## src/rtl/sccb_pkg.sv

```systemverilog
// -----------------------------------------------------------------------------
// sccb_pkg
// Shared types and constants for the SCCB responder and its helpers.
//   sccb_state_e  : responder FSM state encoding
//   SCCB_WR_ID    : default device write ID
//   SCCB_RD_ID    : matching read ID (write ID with LSB set)
//   BIT_CNT_W     : width of the per-byte bit counter
//   BIT_TOP       : bit counter start value (MSB first)
//   BIT_ONE       : bit counter decrement step
// -----------------------------------------------------------------------------
package sccb_pkg;

  localparam int BIT_CNT_W = 3;

  localparam logic [BIT_CNT_W-1:0] BIT_TOP = '1;
  localparam logic [BIT_CNT_W-1:0] BIT_ONE = 1;

  localparam logic [7:0] SCCB_WR_ID = 8'h42;
  localparam logic [7:0] SCCB_RD_ID = SCCB_WR_ID | 8'h01;

  typedef enum logic [3:0] {
    ST_IDLE,
    ST_ID,
    ST_ID_X,
    ST_SUB,
    ST_SUB_X,
    ST_WDATA,
    ST_WDATA_X,
    ST_RDATA,
    ST_RD_NA,
    ST_WAIT_STOP
  } sccb_state_e;

endpackage

```

## src/rtl/sccb_sync_edge.sv

```systemverilog
// -----------------------------------------------------------------------------
// sccb_sync_edge
// Synchronizes sclk and sio into the clk domain and decodes bus events.
// Event outputs are combinational from registered signals, so a pin change
// becomes visible to a registered consumer SYNC_STAGES+1 clk later.
// Ports:
//   clk, rst_n  : system clock, asynchronous active-low reset
//   sclk        : raw SCCB clock
//   sio_din     : raw SCCB data
//   sio_s       : synchronized data (sample value for RISE)
//   start_evt   : sio falling while sclk high
//   stop_evt    : sio rising while sclk high
//   rise_evt    : sclk rising edge
//   fall_evt    : sclk falling edge
// Parameters:
//   SYNC_STAGES : synchronizer depth, 2 or more
// -----------------------------------------------------------------------------
module sccb_sync_edge #(
  parameter int SYNC_STAGES = 2
) (
  input  logic clk,
  input  logic rst_n,
  input  logic sclk,
  input  logic sio_din,
  output logic sio_s,
  output logic start_evt,
  output logic stop_evt,
  output logic rise_evt,
  output logic fall_evt
);

  logic [SYNC_STAGES-1:0] sclk_sync;
  logic [SYNC_STAGES-1:0] sio_sync;
  logic                   sclk_s;
  logic                   sclk_d;
  logic                   sio_d;

  // Preset to 1 so an idle bus (both lines high) produces no events after reset.
  always_ff @(posedge clk or negedge rst_n) begin
    if (!rst_n) begin
      sclk_sync <= '1;
      sio_sync  <= '1;
      sclk_d    <= 1'b1;
      sio_d     <= 1'b1;
    end else begin
      sclk_sync <= {sclk_sync[SYNC_STAGES-2:0], sclk};
      sio_sync  <= {sio_sync[SYNC_STAGES-2:0], sio_din};
      sclk_d    <= sclk_sync[SYNC_STAGES-1];
      sio_d     <= sio_sync[SYNC_STAGES-1];
    end
  end

  assign sclk_s = sclk_sync[SYNC_STAGES-1];
  assign sio_s  = sio_sync[SYNC_STAGES-1];

  assign start_evt = sclk_s & sclk_d & sio_d & ~sio_s;
  assign stop_evt  = sclk_s & sclk_d & ~sio_d & sio_s;
  assign rise_evt  = sclk_s & ~sclk_d;
  assign fall_evt  = ~sclk_s & sclk_d;

endmodule

```

## src/rtl/sccb_slave.sv

```systemverilog
// -----------------------------------------------------------------------------
// sccb_slave
// SCCB responder: decodes 3-phase writes and 2-phase reads and presents a
// simple register-access port to a parent register file.
// Ports:
//   clk, rst_n  : system clock (>= 8x sclk), asynchronous active-low reset
//   sclk        : SCCB clock from master
//   sio_din     : SCCB data from pad
//   sio_out     : data driven to pad
//   sio_out_en  : pad output enable, 1 = drive
//   reg_addr    : latched sub-address (no auto-increment)
//   reg_wdata   : write data
//   reg_wr_en   : 1-cycle write strobe
//   reg_rd_en   : 1-cycle read request
//   reg_rdata   : read data, valid 1 clk after reg_rd_en
//   busy        : high from START to STOP
//   proto_err   : 1-cycle pulse on malformed transaction
// Parameters:
//   DEV_ID      : write ID byte; read ID is DEV_ID | 1
//   SYNC_STAGES : input synchronizer depth
// Build option:
//   SCCB_ACK_EN : when defined, drive 0 during the X bit of each addressed
//                 phase (I2C-style ACK); otherwise X bits are never driven.
//
// state      | meaning
// -----------+------------------------------------------------------------
// IDLE       | bus free, waiting for START
// ID         | shifting in the ID byte
// ID_X       | ID X bit; read flag waits here to start driving data
// SUB        | shifting in the sub-address
// SUB_X      | sub-address X bit
// WDATA      | shifting in write data (STOP with no bits = read phase 1)
// WDATA_X    | write data X bit
// RDATA      | driving read data, one bit per FALL
// RD_NA      | sio released, master NA bit
// WAIT_STOP  | ignoring bits until STOP
// -----------------------------------------------------------------------------
module sccb_slave
  import sccb_pkg::*;
#(
  parameter logic [7:0] DEV_ID      = SCCB_WR_ID,
  parameter int         SYNC_STAGES = 2
) (
  input  logic       clk,
  input  logic       rst_n,
  input  logic       sclk,
  input  logic       sio_din,
  output logic       sio_out,
  output logic       sio_out_en,
  output logic [7:0] reg_addr,
  output logic [7:0] reg_wdata,
  output logic       reg_wr_en,
  output logic       reg_rd_en,
  input  logic [7:0] reg_rdata,
  output logic       busy,
  output logic       proto_err
);

`ifdef SCCB_ACK_EN
  localparam logic ACK_EN = 1'b1;
`else
  localparam logic ACK_EN = 1'b0;
`endif

  localparam logic [7:0] WR_ID = DEV_ID;
  localparam logic [7:0] RD_ID = DEV_ID | 8'h01;

  logic sio_s;
  logic start_evt;
  logic stop_evt;
  logic rise_evt;
  logic fall_evt;

  sccb_sync_edge #(
    .SYNC_STAGES (SYNC_STAGES)
  ) u_sync (
    .clk       (clk),
    .rst_n     (rst_n),
    .sclk      (sclk),
    .sio_din   (sio_din),
    .sio_s     (sio_s),
    .start_evt (start_evt),
    .stop_evt  (stop_evt),
    .rise_evt  (rise_evt),
    .fall_evt  (fall_evt)
  );

  sccb_state_e          state;
  logic [BIT_CNT_W-1:0] bit_cnt;
  logic [7:0]           shift_reg;
  logic                 rd_flag;   // ID matched the read ID
  logic                 x_seen;    // read-flag ID_X: X-bit RISE already seen
  logic                 hi_bit;    // a bit was sampled in the current sclk-high phase
  logic                 bit_done;  // RDATA: bit 0 has been clocked out
  logic                 rd_ld;     // reg_rdata is valid this cycle
  logic [7:0]           byte_in;
  logic                 stop_is_err;

  assign byte_in = {shift_reg[6:0], sio_s};

  // The master's STOP sequence raises sclk with sio low before releasing sio,
  // so that last rise is not a real data bit. A byte phase holding only that
  // one bit counts as empty when judging whether the STOP was malformed.
  always_comb begin
    stop_is_err = 1'b0;
    case (state)
      ST_ID, ST_RDATA: stop_is_err = 1'b1;
      ST_SUB, ST_WDATA:
        stop_is_err = !((bit_cnt == BIT_TOP) ||
                        ((bit_cnt == (BIT_TOP - BIT_ONE)) && hi_bit));
      default: stop_is_err = 1'b0;
    endcase
  end

  always_ff @(posedge clk or negedge rst_n) begin
    if (!rst_n) begin
      state      <= ST_IDLE;
      bit_cnt    <= BIT_TOP;
      shift_reg  <= '0;
      rd_flag    <= 1'b0;
      x_seen     <= 1'b0;
      hi_bit     <= 1'b0;
      bit_done   <= 1'b0;
      rd_ld      <= 1'b0;
      sio_out    <= 1'b1;
      sio_out_en <= 1'b0;
      reg_addr   <= '0;
      reg_wdata  <= '0;
      reg_wr_en  <= 1'b0;
      reg_rd_en  <= 1'b0;
      busy       <= 1'b0;
      proto_err  <= 1'b0;
    end else begin
      reg_wr_en <= 1'b0;
      reg_rd_en <= 1'b0;
      proto_err <= 1'b0;

      // Parent register file answers one clk after the request.
      rd_ld <= reg_rd_en;
      if (rd_ld) begin
        shift_reg <= reg_rdata;
      end

      if (start_evt) begin
        state      <= ST_ID;
        bit_cnt    <= BIT_TOP;
        rd_flag    <= 1'b0;
        x_seen     <= 1'b0;
        hi_bit     <= 1'b0;
        bit_done   <= 1'b0;
        busy       <= 1'b1;
        sio_out    <= 1'b1;
        sio_out_en <= 1'b0;
      end else if (stop_evt) begin
        proto_err  <= stop_is_err;
        state      <= ST_IDLE;
        bit_cnt    <= BIT_TOP;
        rd_flag    <= 1'b0;
        x_seen     <= 1'b0;
        hi_bit     <= 1'b0;
        bit_done   <= 1'b0;
        busy       <= 1'b0;
        sio_out    <= 1'b1;
        sio_out_en <= 1'b0;
      end else if (rise_evt) begin
        case (state)
          ST_ID: begin
            shift_reg <= byte_in;
            hi_bit    <= 1'b1;
            if (bit_cnt == '0) begin
              bit_cnt <= BIT_TOP;
              if (byte_in == WR_ID) begin
                state   <= ST_ID_X;
                rd_flag <= 1'b0;
              end else if (byte_in == RD_ID) begin
                state     <= ST_ID_X;
                rd_flag   <= 1'b1;
                reg_rd_en <= 1'b1;
              end else begin
                state <= ST_WAIT_STOP;
              end
            end else begin
              bit_cnt <= bit_cnt - BIT_ONE;
            end
          end
          ST_ID_X: begin
            if (rd_flag) begin
              x_seen <= 1'b1;
            end else begin
              state <= ST_SUB;
            end
          end
          ST_SUB: begin
            shift_reg <= byte_in;
            hi_bit    <= 1'b1;
            if (bit_cnt == '0) begin
              bit_cnt  <= BIT_TOP;
              reg_addr <= byte_in;
              state    <= ST_SUB_X;
            end else begin
              bit_cnt <= bit_cnt - BIT_ONE;
            end
          end
          ST_SUB_X: state <= ST_WDATA;
          ST_WDATA: begin
            shift_reg <= byte_in;
            hi_bit    <= 1'b1;
            if (bit_cnt == '0) begin
              bit_cnt   <= BIT_TOP;
              reg_wdata <= byte_in;
              reg_wr_en <= 1'b1;
              state     <= ST_WDATA_X;
            end else begin
              bit_cnt <= bit_cnt - BIT_ONE;
            end
          end
          ST_WDATA_X: state <= ST_WAIT_STOP;
          ST_RDATA: begin
            if (bit_cnt == '0) begin
              bit_done <= 1'b1;
            end else begin
              bit_cnt <= bit_cnt - BIT_ONE;
            end
          end
          ST_RD_NA: state <= ST_WAIT_STOP;
          default: ;
        endcase
      end else if (fall_evt) begin
        hi_bit <= 1'b0;
        case (state)
          ST_ID_X: begin
            if (rd_flag && x_seen) begin
              sio_out    <= shift_reg[7];
              sio_out_en <= 1'b1;
              bit_cnt    <= BIT_TOP;
              bit_done   <= 1'b0;
              state      <= ST_RDATA;
            end else if (ACK_EN) begin
              sio_out    <= 1'b0;
              sio_out_en <= 1'b1;
            end
          end
          ST_SUB_X, ST_WDATA_X: begin
            if (ACK_EN) begin
              sio_out    <= 1'b0;
              sio_out_en <= 1'b1;
            end
          end
          ST_RDATA: begin
            if (bit_done) begin
              sio_out    <= 1'b1;
              sio_out_en <= 1'b0;
              state      <= ST_RD_NA;
            end else begin
              // bit_cnt already stepped on the previous RISE
              sio_out <= shift_reg[bit_cnt];
            end
          end
          default: begin
            // First FALL after an X bit ends any ACK drive
            sio_out    <= 1'b1;
            sio_out_en <= 1'b0;
          end
        endcase
      end
    end
  end

endmodule

```

## config.mk

```make
export PLATFORM = sky130hd
export DESIGN_NAME = sccb_slave
export DESIGN_NICKNAME = d
export VERILOG_FILES = /design/src/rtl/sccb_pkg.sv /design/src/rtl/sccb_sync_edge.sv /design/src/rtl/sccb_slave.sv
export SDC_FILE = /design/constraint.sdc
export NUM_CORES = 1
export LEC_CHECK = 0
export ABC_AREA = 1
export CORE_MARGIN = 3
export CORE_UTILIZATION = 50
export CTS_CLUSTER_DIAMETER = 200
export CTS_CLUSTER_SIZE = 12
export DETAILED_ROUTE_END_ITERATION = 16
export HOLD_SLACK_MARGIN = 0.03
export PLACE_DENSITY = 0.81
export SETUP_SLACK_MARGIN = 0.1
export SLEW_MARGIN = 5
export SYNTH_ARGS = -nofsm -noshare
export SYNTH_HDL_FRONTEND = slang
export SYNTH_HIERARCHICAL = 1
export SYNTH_SLANG_ARGS = --single-unit
```

## constraint.sdc

```tcl
create_clock -name clk -period 2.65 [get_ports clk]
set_clock_uncertainty 0.1 [all_clocks]
set_input_delay 0.53 -clock clk [delete_from_list [all_inputs] [get_ports clk]]
set_output_delay 0.53 -clock clk [all_outputs]
set_load 0.01 [all_outputs]
```

==> flow_summary.json <==
{
  "status": "complete, no violations",
  "setup_violations": 0,
  "min_period_ps": 2040,
  "initial_core_util_pct": 54.2,
  "ctsHoldBuffers": 0,
  "gp_congestion": 0.971,
  "syn-mean-instance-area_sq_um": 7.89,
  "cts_inserted_buffers": 5,
  "ys.flop_type": "dfrtp_1",
  "final_hold_viol_count": 0,
  "synthCells": 314,
  "clk_latency_ps": 300,
  "ant_nets": 0,
  "drv_slew": 0,
  "fmax_ghz": 0.490,
  "r2r_start": "u_sync/sclk_sync[1]$_DFF_PN1_",
  "power_density_nw_per_um2": 793,
  "grt_pass1_wl_um": 9240,
  "ys_ff_latch": 48,
  "cts_tree": "yes",
  "synthArstFlopShare_pct": 100,
  "power_leakage_nw": 1.44,
  "htreeDepth": 2,
  "drv_cap": 0,
  "grt_pass1_vias": 1948,
  "drt_wl_total_um": 5520,
  "required_ps": 2740,
  "tns_ps": 0,
  "synth.net_count": 330,
  "seq_area_frac_synth_pct": 49.0,
  "io_pins": 34,
  "min_path_type": "in -> async",
  "first_iter_violations": 165,
  "synth_area_sq_um": 2480,
  "cts_setup_buffers": 0,
  "route.detailed.drc": 0,
  "root_buffer": "clkbuf_8",
  "drive_above_1_share_pct": 11.4,
  "grt.total_usage_pct": 19.9,
  "rr_worst_depth": 13,
  "rows": 24,
  "drt-wirelength-per-cell_um": 13.3,
  "crit_start": "u_sync/sclk_sync[1]$_DFF_PN1_",
  "preCtsSetupSlack_ps": 634,
  "io_buffer_count": 33,
  "first_pass_iters": 5,
  "synth-edff-count": 0,
  "most-common-layout-cells": "nand2_1 (92), inv_1 (39), dfrtp_1 (38)",
  "rsz0062_at_grt": "false",
  "antenna_found_initial": 0,
  "area.growth.synth_to_final_pct": 18.8,
  "diodes": 0,
  "slew_headroom_pct": 38.6,
  "ff2ff_setup_slack_ps": 610,
  "holdWs_ps": 261,
  "endpoint_kind": "flip-flop",
  "cts.repair.resized": 0,
  "arrival_ps": 2130,
  "final_common_cell": "nand2_1",
  "n_fill_cell": 419,
  "multi_input_area_sq_um": 1060,
  "cp-endpoint": "state[2]$_DFFE_PN0P_",
  "path_max_fanout": 8,
  "grt_max_degree": 44,
  "tightestPinTransition_ps": 922,
  "reg2reg_to": "state[2]$_DFFE_PN0P_",
  "via_per_inst": 5.20,
  "fin_crit_sh_pct": 77.0,
  "via_count": 2164,
  "clk_pin_slew_worst_paths_ps": 80,
  "setup_ws_ps": 610,
  "ys_warn_count": 6,
  "dp_hpwl_um": 3990,
  "clk_path_buf_depth": 2,
  "dieHeight_um": 76.4,
  "cts_sinks": 48,
  "ir_drop_mv": 0.562,
  "fin_nets": 366,
  "cp-start-kind": "flip-flop",
  "worstSetupPathType": "reg -> reg",
  "coreArea_sq_um": 4560,
  "seq_area_sq_um": 1210,
  "yosys.cell_types.count": 30,
  "fp.dieW_um": 76.4,
  "die-area_sq_um": 5830,
  "grt-ovfl-total": 0
}
## cell usage after synthesis (3+ instances only)
library cell,number,area (sq um)
nor3_1,3,15.0
nand2_1,92,345
nor2_2,3,18.8
nand2_2,7,43.8
nor2_4,3,33.8
nor2_1,27,101
dfrtp_1,38,951
ha_1,4,50.1
nand3_1,13,65.1
dfstp_2,10,263
o21ai_0,37,185
o21ai_1,5,25.0
inv_1,39,146
nand3_2,3,30.0
a21oi_1,8,40.0
## power by group
part	switching (W)	leakage, nW	internal (W)
registers	0.000135	0.613	0.000881
logic	0.000588	0.787	0.000305
clock network	0.000235	0.0424	0.000189
## per-layer routing
layer / wire length (um) / global-route usage, % / part of all wire (%) / up-vias
met5: 0 / 0 / 0 / -
met4: 55 / 6.34 / 1.0 / 0
met3: 336 / 4.26 / 6.1 / 6
met2: 2580 / 30.5 / 47 / 81
met1: 2540 / 28.2 / 46 / 1007
li1: - / - / - / 1070
## metrics by stage
stage	std cells	power, W	util, %	cell area, sq um
floorplan	314	0.00163	-	2480
detailed placement	408	0.00190	62.6	2860
CTS	416	0.00233	64.5	2940
global route	416	0.00250	64.5	2940
finish	416	0.00233	64.5	2940
global placement	408	0.00187	62.6	2860
## area by class of cell
type | instances | share of cell area (%)
multi-input cells | 219 | 36.2
well taps | 65 | 2.76
inverters | 40 | 5.10
flip-flops and latches | 48 | 41.2
clock buffers | 7 | 2.59
repair buffers | 36 | 11.8
clock inverters | 1 | 0.298
## logic make-up after synthesis
kind of cell	Yosys count	share of synthesized area [%]
adder cells (fa/ha/maj)	4	2.02
AO/OA/AOI/OAI	59	12.9
flip-flops	48	49.0
buffers and inverters	47	7.98
AND/OR/NAND/NOR	156	28.1
## critical path, cell delays in order (launching register included)
cell,delay (ps)
dfstp_2,560
nand2_1,70
nor2_1,320
nor2_4,110
nand2_4,130
inv_1,100
nand2_1,80
nor2_1,40
nand2_1,70
nand2_2,70
nor2_4,120
inv_2,60
nand2_1,50
nand2_1,50
## worst min path at each step
stage,startpoint,end
after detailed placement,u_sync/sclk_sync[0]$_DFF_PN1_,u_sync/sclk_sync[1]$_DFF_PN1_
after global placement,u_sync/sclk_sync[0]$_DFF_PN1_,u_sync/sclk_sync[1]$_DFF_PN1_
final,rst_n,reg_wr_en$_DFF_PN0_
after CTS,u_sync/sclk_sync[0]$_DFF_PN1_,u_sync/sclk_sync[1]$_DFF_PN1_
after global routing,u_sync/sclk_sync[0]$_DFF_PN1_,u_sync/sclk_sync[1]$_DFF_PN1_
after floorplan,rst_n,bit_done$_DFFE_PN0P_
No activity file was read; power rests on OpenSTA's default activity.
